## config.mk

```make
export PLATFORM = sky130hd
export DESIGN_NAME = ram_port_arbiter
export DESIGN_NICKNAME = d
export VERILOG_FILES = /design/src/rtl/ram_port_arbiter.sv
export SDC_FILE = /design/constraint.sdc
export NUM_CORES = 1
export LEC_CHECK = 0
export BUFFER_PORTS_ARGS = -buffer_cell sky130_fd_sc_hd__buf_4
export CAP_MARGIN = 20
export CORE_MARGIN = 1
export CORE_UTILIZATION = 37
export DETAILED_ROUTE_END_ITERATION = 10
export PLACE_DENSITY = 0.76
export SETUP_SLACK_MARGIN = 0.3
export SYNTH_ARGS = -nofsm -noshare
export SYNTH_HDL_FRONTEND = slang
export SYNTH_SLANG_ARGS = --single-unit
```

## constraint.sdc

```tcl
create_clock -name clk -period 1.6 [get_ports clk]
set_input_delay 0.24 -clock clk [delete_from_list [all_inputs] [get_ports clk]]
set_output_delay 0.24 -clock clk [all_outputs]
set_load 0.05 [all_outputs]
```

## src/rtl/ram_port_arbiter.sv

```systemverilog
// ram_port_arbiter: two-master round-robin arbiter in front of the data_ram
// single read/write port (a/we/d/spo). A master holding lock keeps the port
// for up to MAX_BURST consecutive grants. Read data is registered one cycle
// after the grant.
// Optional build macro RAM_ARB_STATS_EN adds saturating conflict/grant counters.
//
// Handshake: a transfer happens in any cycle where mN_req and mN_gnt are both
// high. gnt is combinational from req and registered state. A requester holds
// req/addr/we/wdata stable until it sees gnt. Read data is returned with
// mN_rvalid high for exactly one cycle, one cycle after the grant.
module ram_port_arbiter #(
    parameter int ADDR_W    = 8,
    parameter int DATA_W    = 32,
    parameter int MAX_BURST = 4,
    localparam int BE_W     = DATA_W / 8
) (
    input  logic              clk,
    input  logic              rst_n,
    input  logic              m0_req,
    input  logic              m0_lock,
    input  logic [BE_W-1:0]   m0_we,
    input  logic [ADDR_W-1:0] m0_addr,
    input  logic [DATA_W-1:0] m0_wdata,
    output logic              m0_gnt,
    output logic              m0_rvalid,
    output logic [DATA_W-1:0] m0_rdata,
    input  logic              m1_req,
    input  logic              m1_lock,
    input  logic [BE_W-1:0]   m1_we,
    input  logic [ADDR_W-1:0] m1_addr,
    input  logic [DATA_W-1:0] m1_wdata,
    output logic              m1_gnt,
    output logic              m1_rvalid,
    output logic [DATA_W-1:0] m1_rdata,
    output logic [ADDR_W-1:0] ram_a,
    output logic [BE_W-1:0]   ram_we,
    output logic [DATA_W-1:0] ram_d,
    input  logic [DATA_W-1:0] ram_spo
`ifdef RAM_ARB_STATS_EN
    ,
    output logic [15:0]       conflict_cnt,
    output logic [15:0]       m0_gnt_cnt,
    output logic [15:0]       m1_gnt_cnt
`endif
);

    localparam int CNT_W = $clog2(MAX_BURST + 1);

    localparam logic [1:0] OWN_NONE = 2'd0;
    localparam logic [1:0] OWN_M0   = 2'd1;
    localparam logic [1:0] OWN_M1   = 2'd2;

    logic [1:0]        owner;
    logic              last;
    logic [CNT_W-1:0]  burst_cnt;
    logic [ADDR_W-1:0] addr_q;

    logic              gnt_any;
    logic              gnt_lock;
    logic              run_cont;
    logic [CNT_W-1:0]  run_next;

    // Grant decision: a requesting lock owner wins outright, otherwise
    // round-robin against the last served master. Reset forces no grant.
    always_comb begin
        m0_gnt = 1'b0;
        m1_gnt = 1'b0;
        if (!rst_n) begin
            m0_gnt = 1'b0;
        end else if (owner == OWN_M0 && m0_req) begin
            m0_gnt = 1'b1;
        end else if (owner == OWN_M1 && m1_req) begin
            m1_gnt = 1'b1;
        end else if (m0_req && m1_req) begin
            if (last) m0_gnt = 1'b1;
            else      m1_gnt = 1'b1;
        end else if (m0_req) begin
            m0_gnt = 1'b1;
        end else if (m1_req) begin
            m1_gnt = 1'b1;
        end
    end

    // Burst bookkeeping: a grant to the current owner extends the run,
    // any other locked grant starts a fresh run at 1.
    always_comb begin
        gnt_any  = m0_gnt | m1_gnt;
        gnt_lock = m0_gnt ? m0_lock : (m1_gnt & m1_lock);
        run_cont = (m0_gnt && owner == OWN_M0) || (m1_gnt && owner == OWN_M1);
        run_next = run_cont ? burst_cnt + CNT_W'(1) : CNT_W'(1);
    end

    // RAM port mux: the granted master drives the port; idle holds the address.
    always_comb begin
        ram_a  = addr_q;
        ram_we = '0;
        ram_d  = '0;
        if (m0_gnt) begin
            ram_a  = m0_addr;
            ram_we = m0_we;
            ram_d  = m0_wdata;
        end else if (m1_gnt) begin
            ram_a  = m1_addr;
            ram_we = m1_we;
            ram_d  = m1_wdata;
        end
    end

    // Arbitration state: owner, last-served master, burst length, held address.
    always_ff @(posedge clk or negedge rst_n) begin
        if (!rst_n) begin
            owner     <= OWN_NONE;
            last      <= 1'b1;
            burst_cnt <= '0;
            addr_q    <= '0;
        end else if (gnt_any) begin
            last   <= m1_gnt;
            addr_q <= ram_a;
            if (gnt_lock && run_next < CNT_W'(MAX_BURST)) begin
                owner     <= m0_gnt ? OWN_M0 : OWN_M1;
                burst_cnt <= run_next;
            end else begin
                owner     <= OWN_NONE;
                burst_cnt <= '0;
            end
        end else begin
            owner     <= OWN_NONE;
            burst_cnt <= '0;
        end
    end

    // Read response: capture spo at the granting edge, pulse rvalid next cycle.
    always_ff @(posedge clk or negedge rst_n) begin
        if (!rst_n) begin
            m0_rvalid <= 1'b0;
            m1_rvalid <= 1'b0;
            m0_rdata  <= '0;
            m1_rdata  <= '0;
        end else begin
            m0_rvalid <= m0_gnt && (m0_we == '0);
            m1_rvalid <= m1_gnt && (m1_we == '0);
            if (m0_gnt && m0_we == '0) m0_rdata <= ram_spo;
            if (m1_gnt && m1_we == '0) m1_rdata <= ram_spo;
        end
    end

`ifdef RAM_ARB_STATS_EN
    // Saturating statistics: cycles with both requests, grants per master.
    always_ff @(posedge clk or negedge rst_n) begin
        if (!rst_n) begin
            conflict_cnt <= '0;
            m0_gnt_cnt   <= '0;
            m1_gnt_cnt   <= '0;
        end else begin
            if (m0_req && m1_req && conflict_cnt != 16'hFFFF)
                conflict_cnt <= conflict_cnt + 16'd1;
            if (m0_gnt && m0_gnt_cnt != 16'hFFFF)
                m0_gnt_cnt <= m0_gnt_cnt + 16'd1;
            if (m1_gnt && m1_gnt_cnt != 16'hFFFF)
                m1_gnt_cnt <= m1_gnt_cnt + 16'd1;
        end
    end
`endif

endmodule

```

# After elaboration in Yosys (flattened, before gate mapping)
# Cells that the tools add are included.
# classes
n_reduce_logical	11
order_cmp	1
n_addsub	1
n_bitwise	2
n_eq_ne	2
mux	26
# ops
operator	n
$mux 32	2
$mux 8	2
$mux 1	14
$mux 3	3
$logic_and 1x1->1	8
$logic_not 4->1	2
$mux 4	2
$mux 2	3
$add 3x1->3 const B	1
$lt 3x3->1 const B	1
$eq 2x1->1 const B	1
$eq 2x2->1 const B	1
$and 1x1->1	1
$logic_or 1x1->1	1
$or 1x1->1	1
# totals
in_bits	126
out_inout_bits	112
wordCells	51
ff_bits	80

# Longest topological paths before layout
# Gate-level depths: netlist of run 1.
# logic_depth
word_depth	13
depth_mapped	6
mapped_depth_nobuf	4

# Worst setup path before layout of run 1
# Ideal clock, no wire load.
# synth_path
kind	flip-flop to output port
start	register last
end	output port ram_a[0]
path_stages_with_launch	7
path_buffers	2
required_time_ns	1.360
t_arrival_ns	1.996
slack_ns	-0.636
cell_sequence	dfstp_2 > nand2_1 > a311oi_2 > buf_2 > buf_2 > nand2_1 > nand2_1
# synth_between
word_cells_on_any_way	12
classes_between	mux: 12
# synth_rtl
item	line	source
start: declaration	54	logic last;
start signal: assignment	117	last <= m1_gnt;
$mux 1	75	if (last) m0_gnt = 1'b1;
$mux 1	74	end else if (m0_req && m1_req) begin
$mux 1	72	end else if (owner == OWN_M1 && m1_req) begin
$mux 1	70	end else if (owner == OWN_M0 && m0_req) begin
$mux 1	68	if (!rst_n) begin
via m0_gnt	24	output logic m0_gnt,
$mux 8	98	if (m0_gnt) begin
end: declaration	35	output logic [ADDR_W-1:0] ram_a,
# The timed path passes the listed nets, and every way through them passes these cells.

# Worst setup path in the final report of run 1
# layout_path
start	register last
end	output port ram_a[0]
# layout_between
elab_chain_cells	7
word_cells_on_any_way	12
classes_between	mux: 12
# layout_lines
item	line	source
$mux 1	75	
$mux 1	74	
$mux 1	72	
$mux 1	70	
$mux 1	68	
$mux 8	102	end else if (m1_gnt) begin
$mux 8 *	98	
# Every way passes the cells marked *; elsewhere a longest branch is shown, timed or not.

==> results of run 1 <==
-- worst max path at each step --
stage / from / to
after CTS: last / ram_d[25]
after global routing: last / ram_a[0]
after floorplan: last / ram_a[0]
after global placement: owner[0] / ram_we[3]
final: last / ram_a[0]
after detailed placement: last / ram_d[17]
-- layout make-up --
type | count | area, sq um
Timing Repair Buffer | 281 | 2620
Multi-Input combinational cell | 158 | 2120
Sequential cell | 80 | 2000
Fill cell | 515 | 1730
Tap cell | 108 | 135
Clock buffer | 11 | 131
Clock inverter | 5 | 129
Inverter | 3 | 11.3
-- metrics by stage --
stage               TNS, ns  area, sq um  std cells  hold slack [ns]
global placement     -20.96         6310        614            0.168
finish               -48.81         7160        646            0.118
global route         -56.76         7160        646           0.0946
detailed placement   -23.85         6310        614            0.174
floorplan             -9.12         4190        257          -0.0556
CTS                  -42.26         7070        641           0.0992
-- cell families (layout without fill, tap and decap cells) --
logic type	after synthesis	after routing	synth area share, %
simple gates	39	39	5.07
mux	64	64	20.9
other cells	1	1	0.109
flops	80	80	58.0
xor+xnor	1	1	0.254
compound gates	52	52	12.9
fa+ha+maj	1	1	0.362
buf+inv	19	300	2.46
-- registers in the layout, summed over array words and instances, names as in the netlist --
name and count:
last 1, m0_rvalid 1, burst_cnt 3, m1_rvalid 1, m0_rdata 32, owner 2
m1_rdata 32, addr_q 8
-- Yosys cell counts (2+ instances only) --
cell type / number / area share, %
a22oi_1: 9 / 2.0
mux2_1: 29 / 9.5
and3_1: 2 / 0.36
mux2_2: 35 / 11
a22o_1: 36 / 9.1
nand2_1: 29 / 3.2
inv_1: 3 / 0.33
dfrtp_1: 79 / 57
nor4_1: 2 / 0.36
buf_2: 11 / 1.6
clkbuf_1: 4 / 0.43
-- per-layer routing --
layer	GRT usage, %	wire (um)	vias to the layer above
met5	0	0	-
met4	7.69	257	0
met3	5.96	572	21
met2	45.7	6750	125
met1	31.0	5000	1668
li1	-	-	1497
-- placed cells by master (no fill, tap or decap), types with 3 or more instances in the layout --
master     instances
a22o_2             7
a22o_4            29
a22oi_2            9
buf_12            15
buf_16             4
buf_4            207
buf_6             47
buf_8              4
bufinv_16          4
clkbuf_8           9
dfrtp_1           79
mux2_1             5
mux2_2             3
mux2_4            56
nand2_1           11
nand2_4            9
nand2_8            9
-- worst max-delay path: stages (launching register included) --
cell,delay [ns]
dfstp_2,0.57
nand2_1,0.06
o2111a_2,0.28
buf_12,0.16
a22oi_2,0.31
nand2_8,0.06
buf_6,0.16
-- power by group through the flow --
stage	registers (mW)	clock network [mW]	logic, mW
after CTS	2.60	1.94	3.83
after global placement	2.61	0	3.52
after global routing	2.64	2.03	3.99
after detailed placement	2.63	0	3.57
after floorplan	3.71	0	1.22
final	2.60	1.91	3.86
-- timing repair --
item / in CTS / in global routing
endpoints found under the setup margin: 125 / 125
pin swaps: 8 / 6
cloned: 4 / 2
hold buffers: 2 / 0
resized for setup: 90 / 3
hold endpoints to repair: 14 / 0
buffers inserted: 5 / 3
==> run_results.csv, run 1 <==
group,metric,value,unit
setup_path,critical_path.max_fanout,14,
synthesis,seq_area_frac_synth,58.0,%
synthesis,yosysWarningCount,0,
sta,fin_ws,-0.582,ns
synthesis,postSynthCellCount,257,
placement,place_congestion,0.846,
setup_path,cp_data_required_time,1.36,ns
grt,grt_antenna_before_repair,0,
sta,min_period_over_period,136,%
hold_path,hold_start,"ram_spo[7]",
sta,relSlewSlack,44.0,%
floorplan,die_area,9720,sq um
synthesis,syn_avg_cell_area,13.4,sq um
sta,setup_viol,115,
power,seqPwrFrac,31.1,%
floorplan,std_cell_rows,34,
sta,rsz0062_at_grt,"yes",
placement,dpl.hpwl,8.77,mm
run_status,status,"finished, violations left",
final_layout,syn_to_final_growth,107,%
run_status,violations,"negative setup slack",
hold_path,hold_end,"m0_rdata[7]",
clock_network,cts_buffers,9,
power,max-vdd-ir-drop,0.791,mV
setup_path,r2r_end,"m0_rdata[7]",
grt,grt_overflow,0,
final_layout,final_util,80.5,%
sta,drv_slew,0,
synthesis,synth.cell_area,3450,sq um
clock_network,clockBufferDepth,2,
setup_path,worstSetupEndpointType,"primary output",
detailed_routing,vias,3311,
detailed_routing,drt_iter0_drc,73,
final_layout,layout.nets,660,
grt,grt_pass1_wl,18.9,mm
power,p_comb_share,46.1,%
setup_path,start_kind,"flop",
floorplan,die_w,98.6,um
power,switching_share,38.3,%
setup_path,rrSetupSlack,-0.43,ns
synthesis,ys.flop_type,"dfrtp_1",
clock_network,cts.clk_slew.worst_paths,0.08,ns
detailed_routing,first_pass_iters,4,
job,max_cap_viol_count,0,
synthesis,async_flop_share,100,%
setup_path,r2r-start,"last",
power,power_leakage,3.89,nW
clock_network,cts.sinks,80,
setup_path,path_class,"reg2out",
synthesis,synth_edf_count,0,
synthesis,syn_nets,384,
floorplan,coreArea,8890,sq um
sta,max_freq,458,MHz
power,p_sw,3.21,mW
clock_network,cts_max_level,3,
power,power,8.37,mW
floorplan,die_y,98.6,um
clock_network,insertion_delay,0.34,ns
sta,tightestPinTransition,0.840,ns
detailed_routing,vias_per_cell,5.13,
final_layout,n_antenna_cell,0,
floorplan,initial_core_util,38.8,%
sta,min_period,2.18,ns
detailed_routing,wl,12.6,mm
power,internal-power,5.16,mW
detailed_routing,drc_errors,0,
hold_path,whs_path_depth,2,
detailed_routing,wire_per_inst,19.5,um
setup_path,r2r_cells,8,
clock_network,cts_tree,"done",
final_layout,post_route_cells_drive_above_1_share,78.8,%
clock_network,cts_root_buffer,"clkbuf_8",
grt,grt_max_degree,67,
sta,clock_skew,0.00740,ns
synthesis,ys_ff_latch,80,
grt,grt_pass1_vias,3521,
placement,io_buffer_count,237,
power,clockPowerShare,22.8,%
power,powerDensity,1170,nW/um^2
hold_path,hp-class,"in2reg",
grt,grt_usage,25.7,%
sta,hold_viol,0,
detailed_routing,postRouteAntennaNets,0,
floorplan,io_pins,238,
placement,post-place-ws,-0.254,ns
setup_path,crit_arrival,1.94,ns
synthesis,synth_cell_types,29,
Power figures use the tool's default switching activity.
==> run 2: changes to the inputs <==
- RECOVER_POWER: default -> 50
==> run_results.csv, run 2 (synthesis gave the netlist of run 1 again) <==
group,metric,value,unit
sta,min_period_over_period,136,%
final_layout,final_common_cell,"buf_4",
hold_path,whs_path_depth,2,
detailed_routing,postRouteAntennaNets,0,
sta,setup_viol,115,
clock_network,insertion_delay,0.34,ns
sta,fin_ws,-0.582,ns
sta,hold_viol,0,
run_status,status,"finished, violations left",
clock_network,cts.clk_slew.worst_paths,0.08,ns
setup_path,critical_path.max_fanout,14,
placement,io_buffer_count,237,
setup_path,r2r_end,"m0_rdata[7]",
hold_path,hold_end,"m0_rdata[7]",
power,powerDensity,1170,nW/um^2
sta,relSlewSlack,39.5,%
final_layout,post_route_cells_drive_above_1_share,78.4,%
sta,tightestPinTransition,0.908,ns
setup_path,crit_arrival,1.94,ns
sta,rsz0062_at_grt,"yes",
grt,grt_pass1_wl,18.9,mm
sta,drv_slew,0,
setup_path,worstSetupEndpointType,"primary output",
detailed_routing,first_pass_iters,4,
floorplan,io_pins,238,
run_status,violations,"negative setup slack",
floorplan,coreArea,8890,sq um
detailed_routing,vias_per_cell,5.11,
detailed_routing,vias,3299,
final_layout,n_fill_cell,517,
clock_network,cts_tree,"done",
setup_path,rrSetupSlack,-0.43,ns
sta,max_freq,458,MHz
final_layout,top_regs,"m0_rdata (32), m1_rdata (32), addr_q (8)",
floorplan,initial_core_util,38.8,%
clock_network,clockBufferDepth,2,
floorplan,die_w,98.6,um
detailed_routing,wire_per_inst,19.5,um
final_layout,mostFrequentLayoutCells,"203 x buf_4, 79 x dfrtp_1, 56 x mux2_4, 47 x buf_6, 29 x a22o_4",
job,max_cap_viol_count,0,
power,power,8.37,mW
floorplan,std_cell_rows,34,
setup_path,path_class,"reg2out",
grt,grt_usage,25.7,%
final_layout,syn_to_final_growth,107,%
hold_path,hp-class,"in2reg",
grt,grt_max_degree,67,
detailed_routing,wl,12.6,mm
final_layout,n_antenna_cell,0,
setup_path,cp_data_required_time,1.36,ns
detailed_routing,drc_errors,0,
clock_network,cts_buffers,9,
power,power_leakage,3.88,nW
clock_network,cts_max_level,3,
clock_network,cts.sinks,80,
grt,grt_overflow,0,
hold_path,hold_start,"ram_spo[7]",
setup_path,start_kind,"flop",
placement,dpl.hpwl,8.77,mm
sta,clock_skew,0.00739,ns
detailed_routing,drt_iter0_drc,72,
clock_network,cts_root_buffer,"clkbuf_8",
floorplan,die_y,98.6,um
final_layout,layout.nets,660,
sta,min_period,2.18,ns
grt,grt_pass1_vias,3521,
setup_path,r2r-start,"last",
power,max-vdd-ir-drop,0.791,mV
floorplan,die_area,9720,sq um
placement,place_congestion,0.846,
sta,hold_slack,0.118,ns
grt,grt_antenna_before_repair,0,
setup_path,r2r_cells,8,
## run 2: cell types whose count changed in the layout (fill, tap and decap cells not counted), sizes merged
cell,before,now
buf,277,273
clkbuf,13,17
## run 2: worst max-delay path by stage
stage                 to  startpoint  slack (ns)  depth (start not counted)
2_1_floorplan   ram_a[0]        last       -0.19                          6
3_3_place_gp   ram_we[3]    owner[0]       -0.22                          6
3_5_place_dp   ram_d[17]        last       -0.25                          6
4_1_cts        ram_d[25]        last       -0.59                          6
5_1_grt         ram_a[0]        last       -0.66                          6
6_report        ram_a[0]        last       -0.58                          6
## run 2: cell type report
type / instances / area (sq um) / area share [%]
repair buffers: 281 / 2620 / 36.6
multi-input cells: 158 / 2120 / 29.7
flip-flops and latches: 80 / 2000 / 28.0
well taps: 108 / 135 / 1.89
clock buffers: 11 / 131 / 1.84
clock inverters: 5 / 129 / 1.80
inverters: 3 / 11.3 / 0.158
## run 2: critical path, cell delays in order, from the launching register on
cell and delay [ns]:
dfstp_2 0.57, nand2_1 0.06, o2111a_2 0.28, buf_12 0.16
a22oi_2 0.31, nand2_8 0.06, buf_6 0.16
## run 2: layer usage
| layer | up-vias | track usage [%] | routed length, um |
|---|---|---|---|
| met4 | 0 | 7.69 | 257 |
| met2 | 117 | 45.7 | 6750 |
| met1 | 1664 | 31.0 | 5010 |
| met3 | 21 | 5.96 | 563 |
| li1 | 1497 | - | - |
| met5 | - | 0 | 0 |
## run 2: repair_timing
item,4_1_cts,5_1_grt
buffers inserted,5,3
hold buffers,2,0
setup endpoints to repair,125,125
cloned,4,2
gates resized for setup,90,3
hold endpoints to repair,14,0
pin swaps,8,6
## run 2: metrics by stage
stage | cell area [sq um] | utilization (%) | TNS, ns | std cells | worst slack [ns]
CTS | 7070 | 79.6 | -42.26 | 641 | -0.586
global route | 7150 | 80.4 | -56.77 | 646 | -0.662
detailed placement | 6310 | 71.0 | -23.85 | 614 | -0.254
floorplan | 4190 | - | -9.12 | 257 | -0.194
global placement | 6310 | 71.0 | -20.96 | 614 | -0.222
finish | 7150 | 80.4 | -48.81 | 646 | -0.582
## run 2: power breakdown
part | total, mW | switching [mW] | internal [mW]
clock network | 1.91 | 0.713 | 1.20
registers | 2.60 | 0.217 | 2.38
logic | 3.86 | 2.28 | 1.58
total | 8.37 | 3.21 | 5.16
==> run 3: changes to the inputs <==
- PLACE_DENSITY: 0.76 -> 0.75
==> run_results.csv, run 3 (synthesis gave the netlist of run 1 again) <==
group,metric,value,unit
floorplan,die_y,98.6,um
grt,grt_overflow,0,
clock_network,insertion_delay,0.34,ns
sta,tns,-53.95,ns
sta,hold_slack,0.129,ns
grt,grt_max_degree,44,
setup_path,r2r_end,"m0_rdata[10]",
sta,relSlewSlack,29.6,%
power,p_sw,3.32,mW
setup_path,start_kind,"flop",
grt,grt_antenna_before_repair,0,
final_layout,final_common_cell,"buf_4",
clock_network,cts_root_buffer,"clkbuf_8",
clock_network,cts.clk_slew.worst_paths,0.09,ns
clock_network,clockBufferDepth,2,
clock_network,postCtsHoldBufs,0,
setup_path,cp_data_required_time,1.36,ns
final_layout,multi_input_area,2220,sq um
detailed_routing,first_pass_iters,4,
detailed_routing,drt_iter0_drc,111,
grt,grt_usage,26.8,%
final_layout,n_antenna_cell,0,
power,powerDensity,1110,nW/um^2
sta,min_period,2.25,ns
setup_path,crit_arrival,2.01,ns
sta,max_freq,445,MHz
setup_path,crit_end,"ram_a[6]",
sta,tightestPinTransition,1.06,ns
detailed_routing,vias,3366,
floorplan,std_cell_rows,34,
floorplan,die_area,9720,sq um
final_layout,layout.nets,669,
setup_path,r2r_cells,8,
run_status,status,"finished, violations left",
job,max_cap_viol_count,0,
placement,dpl.hpwl,8.46,mm
power,p_comb_share,47.3,%
setup_path,rrSetupSlack,-0.46,ns
floorplan,io_pins,238,
final_layout,n_fill_cell,488,
setup_path,r2r-start,"last",
sta,setup_viol,124,
final_layout,mostFrequentLayoutCells,"171 x buf_4, 79 x dfrtp_1, 61 x mux2_4, 38 x buf_6, 34 x a22o_4",
power,max-vdd-ir-drop,0.864,mV
detailed_routing,wl,13.3,mm
sta,clock_skew,0.0177,ns
final_layout,top_regs,"m0_rdata (32), m1_rdata (32), addr_q (8)",
setup_path,path_class,"reg2out",
power,switching_share,40.9,%
clock_network,cts.sinks,80,
floorplan,die_w,98.6,um
detailed_routing,wire_per_inst,20.4,um
hold_path,hp-class,"in2reg",
floorplan,coreArea,8890,sq um
power,clockPowerShare,20.6,%
grt,grt_pass1_vias,3617,
setup_path,startpoint,"last",
final_layout,syn_to_final_growth,111,%
final_layout,post_route_cells_drive_above_1_share,78.4,%
final_layout,seq_area,2000,sq um
power,seqPwrFrac,32.2,%
detailed_routing,postRouteAntennaNets,0,
clock_network,cts_buffers,9,
run_status,violations,"negative setup slack",
power,power_leakage,3.89,nW
placement,place_congestion,0.783,
setup_path,worstSetupEndpointType,"primary output",
grt,grt_pass1_wl,19.9,mm
power,internal-power,4.80,mW
detailed_routing,vias_per_cell,5.14,
placement,io_buffer_count,237,
sta,fin_ws,-0.647,ns
detailed_routing,drc_errors,0,
setup_path,critical_path.max_fanout,14,
clock_network,cts_tree,"done",
sta,rsz0062_at_grt,"yes",
clock_network,cts_max_level,3,
sta,min_period_over_period,140,%
sta,drv_slew,0,
floorplan,initial_core_util,38.8,%
sta,hold_viol,0,
run 3: layout make-up:
cell class	count	share of cell area, %
repair buffers	290	37.0
well taps	108	1.85
flip-flops and latches	80	27.5
clock buffers	10	1.75
clock inverters	6	1.27
inverters	3	0.154
multi-input cells	158	30.5
run 3: stage by stage:
stage                     total power, mW  area (sq um)  util, %  cells  worst slack, ns
after floorplan                      4.93          4190        -    257           -0.194
after global placement               6.10          6240     70.2    611           -0.257
after detailed placement             6.15          6240     70.2    611           -0.303
after CTS                            8.15          7160     80.5    646           -0.611
after global routing                 8.43          7290     82.0    655           -0.701
final                                8.13          7290     82.0    655           -0.647
run 3: how the worst min path moves through the flow:
| stage | to | slack, ns | cells past startpoint | from |
|---|---|---|---|---|
| 3_3_place_gp | m1_rdata[0] | 0.45 | 3 | rst_n |
| 4_1_cts | owner[1] | 0.08 | 3 | rst_n |
| 6_report | m0_rdata[14] | 0.13 | 2 | ram_spo[14] |
| 3_5_place_dp | owner[0] | 0.46 | 3 | rst_n |
| 5_1_grt | m0_rdata[14] | 0.11 | 2 | ram_spo[14] |
| 2_1_floorplan | addr_q[0] | -0.06 | 0 | rst_n |
run 3: what timing repair did:
| item | 4_1_cts | 5_1_grt |
|---|---|---|
| pin swaps | 11 | 12 |
| gates cloned | 8 | 0 |
| setup buffers | 11 | 9 |
| gates resized for setup | 102 | 44 |
| endpoints found under the setup margin | 125 | 125 |
run 3: metal layers:
layer	track usage, %	up-vias	part of all wire (%)
met5	0	-	0
met1	32.0	1688	39
met4	7.69	0	2.9
met3	5.60	26	5.6
li1	-	1511	-
met2	48.9	141	53
run 3: worst max-delay path, stage by stage, from the launching register on:
cell,delay (ns)
dfstp_2,0.59
nand2_2,0.07
o2111a_2,0.28
buf_12,0.16
a22oi_2,0.33
nand2_8,0.07
buf_8,0.16
run 3: power groups by stage:
stage                     combinational (mW)  clock (mW)  sequential [mW]
after floorplan                         1.22           0             3.71
after global placement                  3.49           0             2.61
after detailed placement                3.53           0             2.63
after CTS                               3.85        1.69             2.60
after global routing                    3.98        1.80             2.65
final                                   3.84        1.67             2.61
